==> src/rtl/sysa_seq.sv <==
`default_nettype none
//============================================================================
// Module      : sysa_seq
// Description : Sequencer for an NxN weight-stationary systolic array.
//               Loads weights row by row, streams activation vectors with
//               per-row input skew, freezes the array under output
//               backpressure and de-skews the column sums into one aligned
//               result per vector.
//               Optional macro SYSA_PERF_EN adds busy/stall perf counters.
// Revision    : 1.0 - initial release
//============================================================================
module sysa_seq #(
    parameter int N = 3
) (
    input  logic              clk,
    input  logic              rst,
    input  logic              w_valid,
    output logic              w_ready,
    input  logic [8*N-1:0]    w_data,
    input  logic              in_valid,
    output logic              in_ready,
    input  logic [8*N-1:0]    in_data,
    input  logic              in_last,
    output logic              out_valid,
    input  logic              out_ready,
    output logic [16*N-1:0]   out_data,
    output logic              done,
    output logic              sa_en,
    output logic [8*N*N-1:0]  sa_w,
    output logic [8*N-1:0]    sa_in,
`ifdef SYSA_PERF_EN
    output logic [31:0]       perf_busy,
    output logic [31:0]       perf_stall,
`endif
    input  logic [16*N-1:0]   sa_out
);

    localparam int              c_CW       = (N > 1) ? $clog2(N) : 1;
    localparam int              c_VD       = 2 * N;
    localparam logic [c_CW-1:0] c_LAST_ROW = c_CW'(N - 1);

    typedef enum logic [1:0] {
        S_IDLE  = 2'd0,
        S_LOAD  = 2'd1,
        S_RUN   = 2'd2,
        S_DRAIN = 2'd3
    } state_t;

    state_t            r_state;
    state_t            w_state_nxt;
    logic [c_CW-1:0]   r_cnt;
    logic [c_CW-1:0]   w_cnt_nxt;
    logic              r_wloaded;
    logic              w_wloaded_nxt;
    logic              w_we;
    logic [c_CW-1:0]   w_row;
    logic [8*N*N-1:0]  r_w;
    logic              w_stall;
    logic              w_adv;
    logic              w_acc;
    logic [c_VD-1:0]   r_vpipe;
    logic              r_out_valid;
    logic [16*N-1:0]   r_out_data;
    logic [16*N-1:0]   w_aligned;

    // Output stalled: array, skew, de-skew and valid pipes all freeze together.
    assign w_stall = r_out_valid & ~out_ready;
    assign w_adv   = ~w_stall;
    // In IDLE a simultaneous weight beat takes priority, so the vector is not taken.
    assign w_acc   = in_valid & in_ready & ~((r_state == S_IDLE) & w_valid);

    assign sa_w      = r_w;
    assign out_valid = r_out_valid;
    assign out_data  = r_out_data;

    // State, weight-row counter and weights-loaded flag.
    always_ff @(posedge clk or posedge rst) begin
        if (rst) begin
            r_state   <= S_IDLE;
            r_cnt     <= '0;
            r_wloaded <= 1'b0;
        end else begin
            r_state   <= w_state_nxt;
            r_cnt     <= w_cnt_nxt;
            r_wloaded <= w_wloaded_nxt;
        end
    end

    // Next-state logic and handshake/enable outputs.
    always_comb begin
        w_state_nxt   = r_state;
        w_cnt_nxt     = r_cnt;
        w_wloaded_nxt = r_wloaded;
        w_we          = 1'b0;
        w_row         = '0;
        w_ready       = 1'b0;
        in_ready      = 1'b0;
        sa_en         = 1'b0;
        done          = 1'b0;
        case (r_state)
            S_IDLE: begin
                w_ready  = 1'b1;
                in_ready = r_wloaded;
                if (w_valid) begin
                    w_we          = 1'b1;
                    w_row         = '0;
                    w_cnt_nxt     = c_CW'(1);
                    w_wloaded_nxt = 1'b0;
                    w_state_nxt   = S_LOAD;
                end else if (in_valid && r_wloaded) begin
                    w_state_nxt = in_last ? S_DRAIN : S_RUN;
                end
            end
            S_LOAD: begin
                w_ready = 1'b1;
                if (w_valid) begin
                    w_we  = 1'b1;
                    w_row = r_cnt;
                    if (r_cnt == c_LAST_ROW) begin
                        w_cnt_nxt     = '0;
                        w_wloaded_nxt = 1'b1;
                        w_state_nxt   = S_IDLE;
                    end else begin
                        w_cnt_nxt = r_cnt + c_CW'(1);
                    end
                end
            end
            S_RUN: begin
                in_ready = ~w_stall;
                sa_en    = ~w_stall;
                if (in_valid && !w_stall && in_last) begin
                    w_state_nxt = S_DRAIN;
                end
            end
            default: begin
                sa_en = ~w_stall;
                if ((r_vpipe == '0) && !r_out_valid) begin
                    done        = 1'b1;
                    w_state_nxt = S_IDLE;
                end
            end
        endcase
    end

    // Stationary weight storage, written one row per accepted beat.
    always_ff @(posedge clk or posedge rst) begin
        if (rst) begin
            r_w <= '0;
        end else if (w_we) begin
            for (int r = 0; r < N; r++) begin
                if (w_row == c_CW'(r)) begin
                    r_w[8*N*r +: 8*N] <= w_data;
                end
            end
        end
    end

    // Input skew: row k sees its element k+1 cycles after acceptance.
    for (genvar k = 0; k < N; k++) begin : g_skew
        logic [7:0] r_sk [0:k];

        // Shift chain for row k; bubbles inject zero.
        always_ff @(posedge clk or posedge rst) begin
            if (rst) begin
                for (int j = 0; j <= k; j++) begin
                    r_sk[j] <= '0;
                end
            end else if (w_adv) begin
                r_sk[0] <= w_acc ? in_data[8*k +: 8] : 8'd0;
                for (int j = 1; j <= k; j++) begin
                    r_sk[j] <= r_sk[j-1];
                end
            end
        end

        assign sa_in[8*k +: 8] = r_sk[k];
    end

    // Output de-skew: column c delayed N-1-c cycles so all columns line up.
    for (genvar c = 0; c < N; c++) begin : g_deskew
        if (c == N - 1) begin : g_pass
            assign w_aligned[16*c +: 16] = sa_out[16*c +: 16];
        end else begin : g_dly
            logic [15:0] r_ds [0:N-2-c];

            // Delay chain for column c.
            always_ff @(posedge clk or posedge rst) begin
                if (rst) begin
                    for (int j = 0; j <= N - 2 - c; j++) begin
                        r_ds[j] <= '0;
                    end
                end else if (w_adv) begin
                    r_ds[0] <= sa_out[16*c +: 16];
                    for (int j = 1; j <= N - 2 - c; j++) begin
                        r_ds[j] <= r_ds[j-1];
                    end
                end
            end

            assign w_aligned[16*c +: 16] = r_ds[N-2-c];
        end
    end

    // Valid-tag pipe tracking each vector to its aligned result, plus output register.
    always_ff @(posedge clk or posedge rst) begin
        if (rst) begin
            r_vpipe     <= '0;
            r_out_valid <= 1'b0;
            r_out_data  <= '0;
        end else if (w_adv) begin
            r_vpipe     <= {r_vpipe[c_VD-2:0], w_acc};
            r_out_valid <= r_vpipe[c_VD-1];
            if (r_vpipe[c_VD-1]) begin
                r_out_data <= w_aligned;
            end
        end
    end

`ifdef SYSA_PERF_EN
    logic [31:0] r_busy;
    logic [31:0] r_pstall;
    logic        w_job_start;

    assign w_job_start = (r_state == S_IDLE) &&
                         ((w_state_nxt == S_RUN) || (w_state_nxt == S_DRAIN));
    assign perf_busy   = r_busy;
    assign perf_stall  = r_pstall;

    // Saturating busy/stall counters, cleared when a job starts.
    always_ff @(posedge clk or posedge rst) begin
        if (rst) begin
            r_busy   <= '0;
            r_pstall <= '0;
        end else if (w_job_start) begin
            r_busy   <= '0;
            r_pstall <= '0;
        end else begin
            if (((r_state == S_RUN) || (r_state == S_DRAIN)) && (r_busy != 32'hFFFF_FFFF)) begin
                r_busy <= r_busy + 32'd1;
            end
            if (w_stall && (r_pstall != 32'hFFFF_FFFF)) begin
                r_pstall <= r_pstall + 32'd1;
            end
        end
    end
`endif

endmodule
`default_nettype wire

==> config.mk <==
export PLATFORM = sky130hd
export DESIGN_NAME = sysa_seq
export DESIGN_NICKNAME = d
export VERILOG_FILES = /design/src/rtl/sysa_seq.sv
export SDC_FILE = /design/constraint.sdc
export NUM_CORES = 1
export LEC_CHECK = 0
export ABC_AREA = 0
export CAP_MARGIN = 40
export CORE_MARGIN = 2
export CORE_UTILIZATION = 57
export CTS_BUF_LIST = sky130_fd_sc_hd__clkbuf_8
export DETAILED_ROUTE_END_ITERATION = 16
export DONT_BUFFER_PORTS = 1
export GPL_TIMING_DRIVEN = 0
export PLACE_DENSITY = 0.72
export SYNTH_ARGS = -nofsm -noshare
export SYNTH_HDL_FRONTEND = slang
export SYNTH_SLANG_ARGS = --single-unit
==> constraint.sdc <==
create_clock -name clk -period 10.3 [get_ports clk]
set_clock_uncertainty 0.2 [all_clocks]
set_input_delay 1.03 -clock clk [delete_from_list [all_inputs] [get_ports clk]]
set_output_delay 1.03 -clock clk [all_outputs]
set_load 0.02 [all_outputs]
; Word level (Yosys, flattened, before mapping)
; Cells that the tools add are included.
[op_classes]
addsub = 1
eq_ne = 10
n_mux = 28
bitwise = 7
n_reduce_logical = 20
[ops]
columns = op, n
row1 = 2-to-1 mux 8 bit, 3
row2 = 2-to-1 mux 2 bit, 11
row3 = 2-to-1 mux 1 bit, 10
row4 = != test 2 bit (second input constant), 4
row5 = AND reduction 2 bit, 4
row6 = == test 2 bit (second input constant), 3
row7 = logical NOT 6 bit, 1
row8 = one-hot mux 2 bit (3 select lines), 1
row9 = AND reduction 5 bit, 1
row10 = bitwise AND 1 bit, 4
row11 = == test 2 x 1 -> 1 bit (second input constant), 2
row12 = logical AND 1 bit, 4
row13 = logical NOT 2 bit, 2
row14 = one-hot mux 1 bit (2 select lines), 2
row15 = one-hot mux 2 bit (2 select lines), 1
row16 = AND reduction 4 bit, 1
row17 = nonzero test 4 bit, 1
row18 = != test 3 x 2 -> 1 bit (second input constant), 1
row19 = inverter 1 bit, 3
row20 = AND reduction 3 bit, 1
row21 = OR reduction 3 bit, 1
row22 = adder 2 x 1 -> 2 bit (second input constant), 1
row23 = logical NOT 1 bit, 2
row24 = nonzero test 2 bit, 1
row25 = OR reduction 2 bit, 1
[word_totals]
register_bits = 228
inputBits = 102
out_inout_bits = 149
wordCells = 84

; Longest topological paths before layout
; Gate-level depths: netlist of run 1.
[logic_depth]
word_depth = 7
depth_mapped = 8
ltp_nobuf = 6

; Worst setup path after synthesis of run 1
; No wires, ideal clock.
[synth_path]
kind = input-to-output
startpoint = in out_ready
endpoint = out sa_en
arrival_time_ns = 1.798
t_required_ns = 9.070
slack_ns = 7.272
stages = 4
n_path_buf = 2
path_cell_list = nor2b_1 > clkbuf_1 > buf_2 > nor2_1
[synth_between]
elab_chain_len = 4
[synth_lines]
columns = item, line_no
row1 = start: declaration, 25  ; input logic out_ready,
row2 = inverter 1 bit, 67  ; assign w_stall = r_out_valid & ~out_ready;
row3 = bitwise AND 1 bit, 67
row4 = inverter 1 bit (no line), --
row5 = 2-to-1 mux 1 bit, --
row6 = end: declaration, 28  ; output logic sa_en,
; No other way between the ends.

; Worst setup path in the final report of run 1
[layout_path]
startpoint = reg r_out_valid (netlist: out_valid)
endpoint = out sa_en
[layout_between]
elab_chain_len = 3
[layout_lines]
columns = item, line_no
row1 = start: declaration, 62  ; logic r_out_valid;
row2 = start signal: assignment, 212  ; r_out_valid <= r_vpipe[c_VD-1];
row3 = bitwise AND 1 bit, 67
row4 = inverter 1 bit (no line), --
row5 = 2-to-1 mux 1 bit, --
; No other way between the ends.

==> impl_results.html, run 1 <==
<table>
<tr><th>Metric</th><th>Value</th></tr>
<tr><th colspan="2">Clocking</th></tr>
<tr><td>CTS H-tree lvls</td><td>2</td></tr>
<tr><td>Number of buffers inserted by hold repair at cts</td><td>0</td></tr>
<tr><td>Number of sinks driven by the clock tree</td><td>228</td></tr>
<tr><td>Number of cells upsized or downsized after cts</td><td>0</td></tr>
<tr><td>Clock-pin transition on the worst setup and hold timing paths</td><td>0.06 ns</td></tr>
<tr><td>TritonCTS clock tree</td><td>built</td></tr>
<tr><td>CTS Root Buffer Type</td><td>sky130_fd_sc_hd__clkbuf_8</td></tr>
<tr><td>Number of buffers between clock root and the deepest sink</td><td>3</td></tr>
<tr><td>Worst skew pair latency</td><td>0.51 ns</td></tr>
<tr><td>Clock buffers created by TritonCTS</td><td>37</td></tr>
<tr><td>Post-CTS setup buffers</td><td>0</td></tr>
<tr><th colspan="2">Routing</th></tr>
<tr><td>Number of antenna-violating nets in the routed design</td><td>0</td></tr>
<tr><td>Drc violations</td><td>0</td></tr>
<tr><td>Number of optimization iterations in the first detailed-route pass</td><td>4</td></tr>
<tr><td>Average wire length per cell after detail routing</td><td>18.7 um</td></tr>
<tr><td>Number of vias in the routed layout</td><td>5260</td></tr>
<tr><td>Count of routing violations after the opening detailed-route iteration</td><td>280</td></tr>
<tr><td>WL final</td><td>17.9 mm</td></tr>
<tr><td>Post-detailed-route via-to-cell ratio</td><td>5.50</td></tr>
<tr><th colspan="2">Timing</th></tr>
<tr><td>Worst hold slack</td><td>0.216 ns</td></tr>
<tr><td>Number of hold violations in the final report</td><td>0</td></tr>
<tr><td>Min Tclk post-route</td><td>3.56 ns</td></tr>
<tr><td>Total setup violations reported at the end of the flow</td><td>0</td></tr>
<tr><td>Final worst path period share</td><td>34.6%</td></tr>
<tr><td>Summed negative setup slack over all endpoints</td><td>0 ns</td></tr>
<tr><td>Setup repair after global routing missed its margin</td><td>false</td></tr>
<tr><td>Max transition margin</td><td>63.5%</td></tr>
<tr><td>Slew of the pin with the lowest slew margin</td><td>0.547 ns</td></tr>
<tr><td>Final max-slew violation count</td><td>0</td></tr>
<tr><td>Peak clock frequency supported by timing</td><td>281 MHz</td></tr>
<tr><th colspan="2">Logic synthesis</th></tr>
<tr><td>Post-Syn Area per Cell</td><td>12.6 sq um</td></tr>
<tr><td>Synthesized-area fraction occupied by adder cells</td><td>0.566%</td></tr>
<tr><td>Synth Area in Simple Gates</td><td>11.7%</td></tr>
<tr><td>Syn. warnings</td><td>0</td></tr>
<tr><td>Multiplexer area fraction after synthesis</td><td>16.1%</td></tr>
<tr><td>Sequential element share of the synthesized area</td><td>64.5%</td></tr>
<tr><td>Area fraction in compound gates after synthesis</td><td>3.41%</td></tr>
<tr><td>Post-synthesis share of cell area spent on xor and xnor gates</td><td>0%</td></tr>
<tr><td>Combined area of all synthesized cells</td><td>8840 sq um</td></tr>
<tr><td>Number of flip-flops and latches in the synthesized netlist</td><td>228</td></tr>
<tr><td>Distinct cells, synth</td><td>35</td></tr>
<tr><td>Post-synth net total</td><td>808</td></tr>
<tr><td>Largest family of logic cells by synthesized area</td><td>multiplexers</td></tr>
<tr><td>Synthesized instance count</td><td>702</td></tr>
<tr><th colspan="2">Setup path</th></tr>
<tr><td>Worst Path Class, Setup</td><td>reg2out</td></tr>
<tr><td>Worst-path maximum fanout</td><td>10</td></tr>
<tr><td>Category of the worst setup path launch point</td><td>flip-flop</td></tr>
<tr><td>Category of the worst setup path capture point</td><td>primary output</td></tr>
<tr><td>Launching instance or port of the critical path</td><td>out_valid</td></tr>
<tr><td>CP required</td><td>9.07 ns</td></tr>
<tr><td>Launch point of the worst reg-to-reg path</td><td>r_state[1]</td></tr>
<tr><td>Endpoint arrival time on the critical path</td><td>2.33 ns</td></tr>
<tr><th colspan="2">Cells and area</th></tr>
<tr><td>Number of antenna cells inserted</td><td>0</td></tr>
<tr><td>Most common cell after layout, fill and taps aside</td><td>sky130_fd_sc_hd__nand2_1</td></tr>
<tr><td>Final nets</td><td>849</td></tr>
<tr><td>Final core utilization</td><td>64.9%</td></tr>
<tr><td>Share of layout cells above drive strength 1</td><td>27.3%</td></tr>
<tr><td>Area grow syn2layout</td><td>11.5%</td></tr>
<tr><td>Post-route cell area</td><td>9860 sq um</td></tr>
<tr><td>Most frequent cells in the layout</td><td>241 x sky130_fd_sc_hd__nand2_1, 228 x sky130_fd_sc_hd__dfrtp_1, 93 x sky130_fd_sc_hd__mux2_2</td></tr>
<tr><td>Finished Layout Cells</td><td>956</td></tr>
<tr><th colspan="2">Power and ir drop</th></tr>
<tr><td>Leakage</td><td>5.04 nW</td></tr>
<tr><td>Maximum resistive drop on vdd</td><td>0.000189 V</td></tr>
<tr><td>Power per standard cell area</td><td>336 nW/um^2</td></tr>
<tr><th colspan="2">Placement</th></tr>
<tr><td>Count of port buffers added during placement</td><td>0</td></tr>
<tr><td>GP Congestion</td><td>0.754</td></tr>
<tr><td>Area after DPL</td><td>9140 sq um</td></tr>
<tr><td>HPWL reported at the end of detailed placement</td><td>12.7 mm</td></tr>
<tr><td>Number of instances in the placed design</td><td>892</td></tr>
<tr><th colspan="2">Floorplanning</th></tr>
<tr><td>Die W</td><td>129 um</td></tr>
<tr><td>Area enclosed by the die boundary</td><td>16500 sq um</td></tr>
<tr><td>Initial Utilization</td><td>58.2%</td></tr>
<tr><td>I/O pins</td><td>251</td></tr>
<tr><td>Core Box Area</td><td>15200 sq um</td></tr>
<tr><td>Vertical extent of the die</td><td>129 um</td></tr>
<tr><td>Std cell rows</td><td>45</td></tr>
<tr><th colspan="2">Global route</th></tr>
<tr><td>Total routing resource utilization after global routing</td><td>22.3%</td></tr>
<tr><td>Initial antenna violation count</td><td>0</td></tr>
<tr><td>Remaining global-route overflow</td><td>0</td></tr>
<tr><td>Vias in the first global route</td><td>5671</td></tr>
<tr><td>First-pass GRT wire length</td><td>28.8 mm</td></tr>
<tr><td>Maximum number of pins on one net before global-route repair</td><td>82</td></tr>
<tr><th colspan="2">Run</th></tr>
<tr><td>Max-cap violations</td><td>0</td></tr>
<tr><th colspan="2">Min path</th></tr>
<tr><td>Path type of the worst min-delay path</td><td>in2async</td></tr>
<tr><th colspan="2">Run status</th></tr>
<tr><td>Result of the run</td><td>completed</td></tr>
</table>
[synth_stat cells (all sizes together)]
master	count	area [sq um]
a211oi	2	15.0
a21o	1	7.51
a21oi	1	5.00
a22o	25	219
a2bb2oi	2	17.5
and2	1	6.26
and3	1	6.26
and3b	1	8.76
buf	42	280
clkbuf	9	33.8
dfrtp	228	5710
ha	4	50.1
inv	4	15.0
mux2	120	1420
nand2	242	916
nand2b	4	25.0
nand3	2	10.0
nand4b	2	23.8
nor2	2	10.0
nor2b	1	6.26
nor3	2	10.0
nor4	1	6.26
o21ai	2	10.0
o22ai	1	6.26
o31ai	1	21.3
or2	1	6.26
[where the power goes]
part	internal (mW)	switching, mW
sequential	1.25	0.568
combinational	0.402	0.348
clock	0.408	0.331
[worst paths after layout]
path                            depth (start not counted)                   endpoint  slack, ns
worst min register to register                          2  g_deskew[1].g_dly.r_ds[0]       0.26
min in group clk                                        2  g_deskew[1].g_dly.r_ds[0]       0.26
worst max-delay path                                    4                      sa_en       6.74
worst min-delay path                                    1                    sa_w[1]       0.22
max in group asynchronous                               3          g_skew[1].r_sk[9]       8.59
worst max register to register                          6                   sa_w[50]       8.15
[sequential cells by signal, indices dropped and copies added, names as in the netlist]
signal	cells
sa_w	72
r_vpipe	6
out_valid	1
sa_in	16
r_cnt	2
g_skew.r_sk	32
g_deskew.g_dly.r_ds	48
r_state	2
out_data	48
r_wloaded	1
[worst max-delay path: stages, from the launching register on]
cell and delay [ns]:
sky130_fd_sc_hd__dfrtp_1 0.53, sky130_fd_sc_hd__nor2b_1 0.28, sky130_fd_sc_hd__clkbuf_1 0.46, sky130_fd_sc_hd__buf_2 0.37, sky130_fd_sc_hd__nor2_1 0.18
[cell families after synthesis]
family                     after synthesis
muxes                                  120
and+or+nand+nor                        260
buffers and inverters                   55
AOI/OAI and AO/OA                       35
DFF                                    228
adders and majority gates                4
[through the flow]
stage	setup slack (ns)	total power [mW]
2_1_floorplan	2.82	2.38
3_3_place_gp	1.06	2.54
3_5_place_dp	6.82	2.60
4_1_cts	6.67	3.35
5_1_grt	6.57	3.50
6_report	6.74	3.31
[metal layers]
metal  vias up  GRT usage (%)  wire, um
met5         -              0         0
met4         0           9.40       388
met3        26           6.82      1550
met2       202           36.9      9010
met1      2630           27.4      6970
li1       2402              -         -
[final cells by class]
class,instances,area (sq um)
tap,188,235
inverter,4,22.5
timing repair buffer,2,55.1
sequential,228,5710
clock buffer,47,647
buffer,51,314
fill,1163,5340
clock inverter,17,71.3
multi-input combinational,419,2810
Note: power is estimated with default switching activity, not from simulation.
==> inputs of run 2 (changes only) <==
==> constraint.sdc (replaced) <==
create_clock -name clk -period 3.3 [get_ports clk]
set_clock_uncertainty 0.2 [all_clocks]
set_input_delay 0.33 -clock clk [delete_from_list [all_inputs] [get_ports clk]]
set_output_delay 0.33 -clock clk [all_outputs]
set_load 0.02 [all_outputs]
==> run 2 against run 1 <==
Against the previous run: highest routed layer unchanged; die area unchanged; critical endpoint unchanged; final cell count up 12%; non-clock buffer count up 111; sequential share of layout area down 6.1 points; via count up 9.0%; flip-flop and latch count unchanged; sequential power rose to 3.1 times the previous value; global-route usage up 2.5 points; combinational power rose to 3.4 times the previous value; largest cell class unchanged.
==> impl_results.html, run 2 (synthesis gave the netlist of run 1 again) <==
<table>
<tr><th>Metric</th><th>Value</th></tr>
<tr><th colspan="2">Run status</th></tr>
<tr><td>Result of the run</td><td>completed (unchanged)</td></tr>
<tr><th colspan="2">Timing</th></tr>
<tr><td>Min Tclk post-route</td><td>2.86 ns</td></tr>
<tr><td>Slew of the pin with the lowest slew margin</td><td>0.584 ns (was 0.547 ns)</td></tr>
<tr><td>Number of hold violations in the final report</td><td>0 (unchanged)</td></tr>
<tr><td>Total setup violations reported at the end of the flow</td><td>0 (unchanged)</td></tr>
<tr><td>Final max-slew violation count</td><td>0 (unchanged)</td></tr>
<tr><td>Max transition margin</td><td>61.0% (was 63.5%)</td></tr>
<tr><td>Peak clock frequency supported by timing</td><td>350 MHz</td></tr>
<tr><td>Setup repair after global routing missed its margin</td><td>false (unchanged)</td></tr>
<tr><td>Final worst path period share</td><td>86.6%</td></tr>
<tr><td>Summed negative setup slack over all endpoints</td><td>0 ns (unchanged)</td></tr>
<tr><th colspan="2">Routing</th></tr>
<tr><td>Post-detailed-route via-to-cell ratio</td><td>5.36 (was 5.50)</td></tr>
<tr><td>Number of optimization iterations in the first detailed-route pass</td><td>4 (unchanged)</td></tr>
<tr><td>Average wire length per cell after detail routing</td><td>18.7 um (about the same)</td></tr>
<tr><td>Count of routing violations after the opening detailed-route iteration</td><td>302 (was 280)</td></tr>
<tr><td>Number of antenna-violating nets in the routed design</td><td>0 (unchanged)</td></tr>
<tr><td>WL final</td><td>20.0 mm (was 17.9 mm)</td></tr>
<tr><td>Number of vias in the routed layout</td><td>5734 (was 5260)</td></tr>
<tr><td>Drc violations</td><td>0 (unchanged)</td></tr>
<tr><th colspan="2">Floorplanning</th></tr>
<tr><td>Area enclosed by the die boundary</td><td>16500 sq um (unchanged)</td></tr>
<tr><td>Core Box Area</td><td>15200 sq um (unchanged)</td></tr>
<tr><td>Initial Utilization</td><td>58.2% (unchanged)</td></tr>
<tr><td>Vertical extent of the die</td><td>129 um (unchanged)</td></tr>
<tr><td>I/O pins</td><td>251 (unchanged)</td></tr>
<tr><td>Die W</td><td>129 um (unchanged)</td></tr>
<tr><td>Std cell rows</td><td>45 (unchanged)</td></tr>
<tr><th colspan="2">Power and ir drop</th></tr>
<tr><td>Power per standard cell area</td><td>961 nW/um^2 (was 336 nW/um^2)</td></tr>
<tr><td>Power consumption</td><td>10.6 mW (was 3.31 mW)</td></tr>
<tr><td>Leakage</td><td>5.54 nW (was 5.04 nW)</td></tr>
<tr><td>Maximum resistive drop on vdd</td><td>0.000673 V (was 0.000189 V)</td></tr>
<tr><th colspan="2">Placement</th></tr>
<tr><td>Count of port buffers added during placement</td><td>0 (unchanged)</td></tr>
<tr><td>GP Congestion</td><td>0.780 (was 0.754)</td></tr>
<tr><td>HPWL reported at the end of detailed placement</td><td>13.1 mm (was 12.7 mm)</td></tr>
<tr><th colspan="2">Global route</th></tr>
<tr><td>Initial antenna violation count</td><td>0 (unchanged)</td></tr>
<tr><td>Vias in the first global route</td><td>6278 (was 5671)</td></tr>
<tr><td>Remaining global-route overflow</td><td>0 (unchanged)</td></tr>
<tr><td>First-pass GRT wire length</td><td>32.1 mm (was 28.8 mm)</td></tr>
<tr><td>Maximum number of pins on one net before global-route repair</td><td>43 (was 82)</td></tr>
<tr><td>Total routing resource utilization after global routing</td><td>24.8% (was 22.3%)</td></tr>
<tr><th colspan="2">Setup path</th></tr>
<tr><td>Worst-path maximum fanout</td><td>10 (unchanged)</td></tr>
<tr><td>Launch point of the worst reg-to-reg path</td><td>r_state[1] (unchanged)</td></tr>
<tr><td>Category of the worst setup path launch point</td><td>flip-flop (unchanged)</td></tr>
<tr><td>Worst Path Class, Setup</td><td>reg2out (unchanged)</td></tr>
<tr><td>Worst reg-to-reg setup slack</td><td>0.87 ns (was 8.15 ns)</td></tr>
<tr><td>Endpoint arrival time on the critical path</td><td>2.33 ns (about the same)</td></tr>
<tr><td>Category of the worst setup path capture point</td><td>primary output (unchanged)</td></tr>
<tr><td>CP required</td><td>2.77 ns (was 9.07 ns)</td></tr>
<tr><td>Reg2Reg Depth</td><td>7 (was 6)</td></tr>
<tr><td>Reg-to-reg critical path endpoint</td><td>r_state[0] (was sa_w[50])</td></tr>
<tr><th colspan="2">Cells and area</th></tr>
<tr><td>Final nets</td><td>961 (was 849)</td></tr>
<tr><td>Most common cell after layout, fill and taps aside</td><td>sky130_fd_sc_hd__nand2_1 (unchanged)</td></tr>
<tr><td>Area grow syn2layout</td><td>24.5% (was 11.5%)</td></tr>
<tr><td>Number of inserted filler cells in the final layout</td><td>1024 (was 1163)</td></tr>
<tr><td>Number of flip-flops in the largest register</td><td>72 (unchanged)</td></tr>
<tr><td>Share of layout cells above drive strength 1</td><td>24.5% (was 27.3%)</td></tr>
<tr><td>Most frequent cells in the layout</td><td>241 x sky130_fd_sc_hd__nand2_1, 228 x sky130_fd_sc_hd__dfrtp_1, 106 x sky130_fd_sc_hd__dlygate4sd3_1 (was 241 x sky130_fd_sc_hd__nand2_1, 228 x sky130_fd_sc_hd__dfrtp_1, 93 x sky130_fd_sc_hd__mux2_2)</td></tr>
<tr><td>Final core utilization</td><td>72.4% (was 64.9%)</td></tr>
<tr><th colspan="2">Clocking</th></tr>
<tr><td>Clock-pin transition on the worst setup and hold timing paths</td><td>0.06 ns (about the same)</td></tr>
<tr><td>Worst skew pair latency</td><td>0.51 ns (about the same)</td></tr>
<tr><td>Clock buffers created by TritonCTS</td><td>38 (was 37)</td></tr>
<tr><td>Post-CTS setup buffers</td><td>0 (unchanged)</td></tr>
<tr><td>Number of buffers between clock root and the deepest sink</td><td>3 (unchanged)</td></tr>
<tr><td>CTS H-tree lvls</td><td>2 (unchanged)</td></tr>
<tr><td>Number of sinks driven by the clock tree</td><td>228 (unchanged)</td></tr>
<tr><td>CTS Root Buffer Type</td><td>sky130_fd_sc_hd__clkbuf_8 (unchanged)</td></tr>
<tr><td>TritonCTS clock tree</td><td>built (unchanged)</td></tr>
<tr><th colspan="2">Min path</th></tr>
<tr><td>Critical hold path startpoint</td><td>out_ready</td></tr>
<tr><td>Path type of the worst min-delay path</td><td>in2reg (was in2async)</td></tr>
<tr><td>Hold path cells</td><td>4</td></tr>
<tr><td>Hold EP</td><td>g_skew[2].r_sk[15]</td></tr>
<tr><th colspan="2">Run</th></tr>
<tr><td>Max-cap violations</td><td>0 (unchanged)</td></tr>
</table>
[run 2: cell types whose count changed in the layout (fill, tap and decap cells not counted), sizes merged]
cell / change
dlygate4sd3: +106
clkinvlp: -1
buf: +5
inv: -1
clkinv: +3
diode: +1
[run 2: report_power, final]
group | leakage, nW | switching [mW] | internal [mW]
Sequential | 2.84 | 1.81 | 3.92
Combinational | 2.27 | 1.14 | 1.38
Clock | 0.430 | 1.06 | 1.28
[run 2: cell type report]
| type | count | area (sq um) | area share [%] |
|---|---|---|---|
| repair buffers | 113 | 1210 | 11.0 |
| plain buffers | 51 | 314 | 2.85 |
| clock inverters | 18 | 71.3 | 0.648 |
| diodes | 1 | 2.50 | 0.0227 |
| clock buffers | 47 | 647 | 5.87 |
| multi-input cells | 419 | 2810 | 25.5 |
| inverters | 4 | 18.8 | 0.170 |
| well taps | 188 | 235 | 2.14 |
| flip-flops and latches | 228 | 5710 | 51.8 |
[run 2: timing repair]
item,in CTS,in global routing
endpoints found under the setup margin,0,0
hold buffers,106,0
resized for setup,0,0
hold endpoints to repair,279,0
[run 2: worst max path at each step]
stage | from | to | slack (ns)
6_report | out_valid | sa_en | 0.44
5_1_grt | out_valid | sa_en | 0.25
4_1_cts | out_valid | sa_en | 0.35
3_5_place_dp | out_valid | sa_en | 0.93
3_3_place_gp | rst | sa_w[56] | -1.08
2_1_floorplan | rst | g_deskew[0].g_dly.r_ds[0] | -0.21
[run 2: worst max-delay path: stages (launching register included)]
cell	delay [ns]
sky130_fd_sc_hd__dfrtp_1	0.53
sky130_fd_sc_hd__nor2b_1	0.29
sky130_fd_sc_hd__clkbuf_1	0.47
sky130_fd_sc_hd__buf_2	0.35
sky130_fd_sc_hd__nor2_1	0.17
[run 2: per-stage QoR]
step	cells	hold WS, ns	area [sq um]	setup WS, ns
CTS	1068	0.0834	11000	0.346
finish	1069	0.0902	11000	0.443
global placement	890	0.244	9080	-1.08
global route	1068	0.120	11000	0.246
detailed placement	897	0.0867	9230	0.925
floorplan	702	0.232	8850	-0.210
[run 2: layer usage]
metal	wire (um)	vias to the layer above	part of all wire [%]	global-route usage, %
met2	10200	222	51	42.0
met4	499	0	2.5	10.4
li1	-	2615	-	-
met3	1460	37	7.3	6.90
met1	7830	2860	39	30.1
met5	0	-	0	0
